File: src/rtl/dlfloat_pair_tx_if.sv
// Operand/pin/result bundle for the DLfloat pair transmitter.
// master = upstream host and MAC-side driver, slave = the transmitter.
interface dlfloat_pair_tx_if #(
  parameter int DEPTH = 4
);
  logic                    in_valid;
  logic                    in_ready;
  logic [15:0]             in_a;
  logic [15:0]             in_b;
  logic [15:0]             pin_data;
  logic                    pin_phase;
  logic                    pin_valid;
  logic [15:0]             res_in;
  logic                    res_valid;
  logic [15:0]             res_data;
  logic [$clog2(DEPTH):0]  level;
  logic                    busy;

  modport master (
    output in_valid, in_a, in_b, res_in,
    input  in_ready, pin_data, pin_phase, pin_valid, res_valid, res_data, level, busy
  );

  modport slave (
    input  in_valid, in_a, in_b, res_in,
    output in_ready, pin_data, pin_phase, pin_valid, res_valid, res_data, level, busy
  );
endinterface

File: src/rtl/dlfloat_pair_tx.sv
// Two-beat DLfloat operand transmitter: FIFO of (a,b) pairs, A/B pin slots locked to a free-running
// toggle, and fixed-latency result capture. Optional DLF_TX_ZERO_FILTER_EN drops zero-product pairs.
module dlfloat_pair_tx #(
  parameter int DEPTH   = 4,
  parameter int RES_LAT = 4
) (
  input  logic             clk,
  input  logic             rst,
  dlfloat_pair_tx_if.slave bus
);
  localparam int AW = $clog2(DEPTH);
  localparam int LW = $clog2(DEPTH) + 1;

  typedef enum logic [1:0] {
    IDLE_A = 2'd0,
    IDLE_B = 2'd1,
    SEND_A = 2'd2,
    SEND_B = 2'd3
  } state_t;

  state_t               state;
  logic [15:0]          mem_a [DEPTH];
  logic [15:0]          mem_b [DEPTH];
  logic [AW-1:0]        wr_ptr;
  logic [AW-1:0]        rd_ptr;
  logic [LW-1:0]        level_q;
  logic [LW-1:0]        level_next;
  logic                 in_ready_q;
  logic [15:0]          hold_b;
  logic [15:0]          pin_data_q;
  logic                 pin_phase_q;
  logic                 pin_valid_q;
  logic [RES_LAT-1:0]   tokens;
  logic                 res_valid_q;
  logic [15:0]          res_data_q;

  logic                 push;
  logic                 pop;
  logic                 drop;
  logic                 nonempty;
  logic                 head_zero;
  logic                 leave_b;
  logic [15:0]          head_a;
  logic [15:0]          head_b;

  always_comb begin
    head_a   = mem_a[rd_ptr];
    head_b   = mem_b[rd_ptr];
    nonempty = (level_q != '0);
    push     = bus.in_valid & in_ready_q;
    leave_b  = (state == IDLE_B) | (state == SEND_B);
`ifdef DLF_TX_ZERO_FILTER_EN
    // A zero-magnitude operand makes the product zero, so the pair is discarded from the head.
    head_zero = (head_a[14:0] == 15'd0) | (head_b[14:0] == 15'd0);
`else
    head_zero = 1'b0;
`endif
    drop       = nonempty & head_zero;
    pop        = nonempty & ~head_zero & leave_b;
    level_next = level_q + LW'(push) - LW'(pop | drop);
  end

  // Operand storage; entries are qualified by the pointers, so the array needs no reset.
  always_ff @(posedge clk) begin
    if (push) begin
      mem_a[wr_ptr] <= bus.in_a;
      mem_b[wr_ptr] <= bus.in_b;
    end
  end

  always_ff @(posedge clk or posedge rst) begin
    if (rst) begin
      state       <= IDLE_A;
      wr_ptr      <= '0;
      rd_ptr      <= '0;
      level_q     <= '0;
      in_ready_q  <= 1'b1;
      hold_b      <= 16'd0;
      pin_data_q  <= 16'd0;
      pin_phase_q <= 1'b0;
      pin_valid_q <= 1'b0;
      tokens      <= '0;
      res_valid_q <= 1'b0;
      res_data_q  <= 16'd0;
    end else begin
      if (push) begin
        wr_ptr <= wr_ptr + AW'(1);
      end
      if (pop | drop) begin
        rd_ptr <= rd_ptr + AW'(1);
      end
      level_q    <= level_next;
      in_ready_q <= (level_next != LW'(DEPTH));

      // Each B beat launches a token; its exit marks the cycle res_in carries that pair's result.
      tokens      <= (tokens << 1) | RES_LAT'(state == SEND_B);
      res_valid_q <= tokens[RES_LAT-1];
      if (tokens[RES_LAT-1]) begin
        res_data_q <= bus.res_in;
      end

      case (state)
        IDLE_A: begin
          state       <= IDLE_B;
          pin_phase_q <= 1'b1;
          pin_valid_q <= 1'b0;
          pin_data_q  <= 16'd0;
        end
        SEND_A: begin
          state       <= SEND_B;
          pin_phase_q <= 1'b1;
          pin_valid_q <= 1'b1;
          pin_data_q  <= hold_b;
        end
        IDLE_B, SEND_B: begin
          pin_phase_q <= 1'b0;
          if (pop) begin
            state       <= SEND_A;
            pin_valid_q <= 1'b1;
            pin_data_q  <= head_a;
            hold_b      <= head_b;
          end else begin
            state       <= IDLE_A;
            pin_valid_q <= 1'b0;
            pin_data_q  <= 16'd0;
          end
        end
        default: begin
          state       <= IDLE_A;
          pin_phase_q <= 1'b0;
          pin_valid_q <= 1'b0;
          pin_data_q  <= 16'd0;
        end
      endcase
    end
  end

  assign bus.in_ready  = in_ready_q;
  assign bus.pin_data  = pin_data_q;
  assign bus.pin_phase = pin_phase_q;
  assign bus.pin_valid = pin_valid_q;
  assign bus.res_valid = res_valid_q;
  assign bus.res_data  = res_data_q;
  assign bus.level     = level_q;
  assign bus.busy      = (level_q != '0) | (state == SEND_A) | (state == SEND_B) | (|tokens);
endmodule
File: src/flat_wrapper.sv
// flat-port wrapper written by rule: the top's interface ports become plain ports
module dlfloat_pair_tx_flat 
#(
  parameter int DEPTH   = 4,
  parameter int RES_LAT = 4
)
  (clk, rst, bus_in_valid, bus_in_a, bus_in_b, bus_res_in, bus_in_ready, bus_pin_data, bus_pin_phase, bus_pin_valid, bus_res_valid, bus_res_data, bus_level, bus_busy);
  dlfloat_pair_tx_if #(.DEPTH(DEPTH)) bus_i ();
  input  logic clk;
  input  logic rst;
  input wire logic [$bits(bus_i.in_valid)-1:0] bus_in_valid;
  input wire logic [$bits(bus_i.in_a)-1:0] bus_in_a;
  input wire logic [$bits(bus_i.in_b)-1:0] bus_in_b;
  input wire logic [$bits(bus_i.res_in)-1:0] bus_res_in;
  output wire logic [$bits(bus_i.in_ready)-1:0] bus_in_ready;
  output wire logic [$bits(bus_i.pin_data)-1:0] bus_pin_data;
  output wire logic [$bits(bus_i.pin_phase)-1:0] bus_pin_phase;
  output wire logic [$bits(bus_i.pin_valid)-1:0] bus_pin_valid;
  output wire logic [$bits(bus_i.res_valid)-1:0] bus_res_valid;
  output wire logic [$bits(bus_i.res_data)-1:0] bus_res_data;
  output wire logic [$bits(bus_i.level)-1:0] bus_level;
  output wire logic [$bits(bus_i.busy)-1:0] bus_busy;
  assign bus_i.in_valid = bus_in_valid;
  assign bus_i.in_a = bus_in_a;
  assign bus_i.in_b = bus_in_b;
  assign bus_i.res_in = bus_res_in;
  assign bus_in_ready = bus_i.in_ready;
  assign bus_pin_data = bus_i.pin_data;
  assign bus_pin_phase = bus_i.pin_phase;
  assign bus_pin_valid = bus_i.pin_valid;
  assign bus_res_valid = bus_i.res_valid;
  assign bus_res_data = bus_i.res_data;
  assign bus_level = bus_i.level;
  assign bus_busy = bus_i.busy;
  dlfloat_pair_tx #(.DEPTH(DEPTH), .RES_LAT(RES_LAT)) u_core (.clk(clk), .rst(rst), .bus(bus_i));
endmodule
File: config.mk
export PLATFORM = sky130hd
export DESIGN_NAME = dlfloat_pair_tx_flat
export DESIGN_NICKNAME = d
export VERILOG_FILES = /design/src/rtl/dlfloat_pair_tx_if.sv /design/src/rtl/dlfloat_pair_tx.sv /design/src/flat_wrapper.sv
export SDC_FILE = /design/constraint.sdc
export NUM_CORES = 1
export LEC_CHECK = 0
export ABC_AREA = 1
export CAP_MARGIN = 5
export CORE_ASPECT_RATIO = 1.5
export CORE_UTILIZATION = 56
export CTS_CLUSTER_DIAMETER = 120
export DETAILED_ROUTE_END_ITERATION = 7
export GPL_TIMING_DRIVEN = 1
export PLACE_DENSITY = 0.8
export RECOVER_POWER = 100
export SLEW_MARGIN = 20
export SYNTH_ARGS = -nofsm -noshare
export SYNTH_HDL_FRONTEND = slang
export SYNTH_SLANG_ARGS = --single-unit
File: constraint.sdc
create_clock -name clk -period 2.9 [get_ports clk]
set_input_delay 0.58 -clock clk [delete_from_list [all_inputs] [get_ports clk]]
set_output_delay 0.58 -clock clk [all_outputs]
set_load 0.01 [all_outputs]
==> out/summary.txt <==
area grow syn2layout: 19.6%
placed cell count: 977
Num Clock Sinks: 192
postcts setup bufs: 0
Final HPWL DP: 9.79 mm
Initial Util: 57.8%
vias in the first global route: 5,768
pwr/cell area: 971 nW/um^2
top-count cell post-synth: nand2_1
clock slew at reported path FFs: 0.06 ns
delay of the slowest critical-path stage: 0.61 ns
clk buf depth: 2
Worst Path Buf+Inv: 2
final worst path period share: 81.7%
Worst slew margin: 30.0%
Worst EP required: 2.32 ns
vias per inst: 5.27
TritonRoute pass-1 iters: 5
WL/cell: 16.8 um
Post-Route WL: 17.0 mm
Post-CTS Hold Fix Bufs: 0
Worst R2R Path Depth: 7
Core Box Area: 13,700 um^2
syn avg cell area: 10.7 um^2
CP max stage cell: dlygate4sd3_1
Slew Limit Fails: 0
Leak: 4.41 nW
top cell type's share of synthesized area: 48.6%
Synth async-reset ratio: 33.3%
drt drc: 0
Setup Slack @ Placement: 0.489 ns
Hold Violations, Final: 0
# IOs: 91
Post-synth top cells: nand2_1, inv_1, edfxtp_1, nand3_1, dfrtp_1
Critical Path End: bus_busy
final setup TNS: 0 ns
Post-CTS Resized: 0
Setup Viol. Count Final: 0
Setup crit start kind: flop
post-synth cell types: 21
post-synth top area cell: edfxtp_1
top post-synthesis cells by area: edfxtp_1, dfrtp_1, nand2_1
final instance area: 9450 um^2
critical path fanouts, max: 4
worst path cell trace: inv_1, nand3_1, nand3b_1, dlygate4sd3_1
post-route ant nets: 0
htree depth: 4
Hold WS: 0.387 ns
Horiz. Die Dim: 99.0 um
total die area: 14,600 um^2
Overall Global Routing Usage: 25.1%
worst skew pair latency: 0.43 ns
fin crit period: 2.37 ns
status: finished, final reports clean
min-delay worst type: reg -> reg
r2r endpoint: u_core.bus.pin_data[4]
Post-synth EDFFs: 128
final RePlAce weighted congestion: 0.746
CP top delay family: buffers and inverters
Synth Register Bits: 192
Max-Cap Viols: 0
grt total ovfl: 0
Arrival @ worst endpoint: 1.79 ns
Netlist Area Pre-Place: 7900 um^2
Post-Synthesis Net Count: 799
largest net degree at the start of global routing: 66
NumNets Final: 892
Num CTS Buffers: 17
Worst setup EP type: primary output
worst-margin pin slew: 1.05 ns
share of layout cells above drive strength 1: 7.44%
Post-DP Area: 8920 um^2
CP Launch Point: u_core.bus.level[1]
Synth Instances: 741
skew final: 0.00850 ns
DRT iter0 DRCs: 286
first-pass GRT wire length: 27.3 mm
critical path class: reg -> out
routed vias: 5,316
reg-to-reg critical path startpoint: u_core.rd_ptr[1]
TritonCTS clock tree: done
Max Clock Freq: 422 MHz
flop2flop setup slack: 0.59 ns
num rows: 52
Peak VDD IR: 0.000515 V
IO buf count: 90
fin cells: 1,009
Finished Core Util: 69.2%
DIE HEIGHT: 147 um
WP depth: 4
sequential fraction of the synthesis area: 68.9%
Synth Warn #: 0
post-route setup slack: 0.531 ns
main flop type after synthesis: edfxtp_1
Root Driver: clkbuf_16
RSZ-0062 raised after global routing: no
Power Total: 9.17 mW
antenna violations before repair: 0
Ant. Diodes: 0
-- worst reg2reg max path, delay by kind of cell (launching register included) --
family | cells | cell delay [ns]
simple gates | 4 | 0.56
flops | 1 | 0.33
buf+inv | 3 | 1.31
-- worst min-delay path by stage --
stage / from / endpoint / cells past startpoint
final: u_core.tokens[1] / u_core.tokens[2] / 0
after detailed placement: u_core.tokens[1] / u_core.tokens[2] / 0
after CTS: u_core.tokens[1] / u_core.tokens[2] / 0
after global routing: u_core.tokens[1] / u_core.tokens[2] / 0
after floorplan: u_core.tokens[2] / u_core.tokens[3] / 0
after global placement: u_core.tokens[0] / u_core.tokens[1] / 0
-- final cells by class --
type | instances | area, um^2
Sequential cell | 192 | 5450
Timing Repair Buffer | 103 | 970
Inverter | 149 | 559
Fill cell | 926 | 4210
Multi-Input combinational cell | 371 | 1700
Clock buffer | 18 | 429
Clock inverter | 14 | 143
Tap cell | 162 | 203
-- cells by family (layout without fill, tap and decap cells) --
logic type | count (synthesis) | after routing | share of synthesized area [%]
AND/OR/NAND/NOR | 343 | 343 | 17.5
AO/OA/AOI/OAI | 2 | 2 | 0.127
XOR/XNOR | 3 | 3 | 0.333
buffers and inverters | 178 | 284 | 9.66
adder cells (fa/ha/maj) | 7 | 7 | 1.20
flip-flops | 192 | 192 | 68.9
multiplexers | 16 | 16 | 2.28
-- power by group --
group	total, mW	internal [mW]	leakage (nW)	switching [mW]
sequential	3.93	3.68	1.93	0.248
clock	2.25	1.27	0.276	0.979
combinational	3.00	1.03	2.21	1.97
-- sequential cells by signal (all words and copies together), names as in the netlist, 3 cells and up, named ones only --
| signal | flops |
|---|---|
| u_core.mem_a | 64 |
| u_core.mem_b | 64 |
| u_core.bus.pin_data | 16 |
| u_core.bus.res_data | 16 |
| u_core.hold_b | 16 |
| u_core.tokens | 4 |
| u_core.bus.level | 3 |
-- layout by cell type, fill, tap and decap left out, types with 3 or more instances in the layout --
cell type and count:
clkbuf_2 7, clkinvlp_4 3, ha_1 6, nor2_1 3, inv_1 148, clkinv_2 5
dlygate4sd3_1 74, buf_4 3, nand2_1 268, nand3_1 65, dfrtp_1 62, clkbuf_1 4
clkbuf_16 17, clkinv_4 3, nor2_2 3, clkdlybuf4s50_1 16, edfxtp_1 128, mux2_2 16
-- metal layers --
metal / routed length, um / global-route usage [%]
met5: 0 / 0
met4: 652 / 15.1
met3: 959 / 6.19
met2: 9320 / 45.7
met1: 6030 / 25.5
Note: power is estimated with default switching activity, not from simulation.
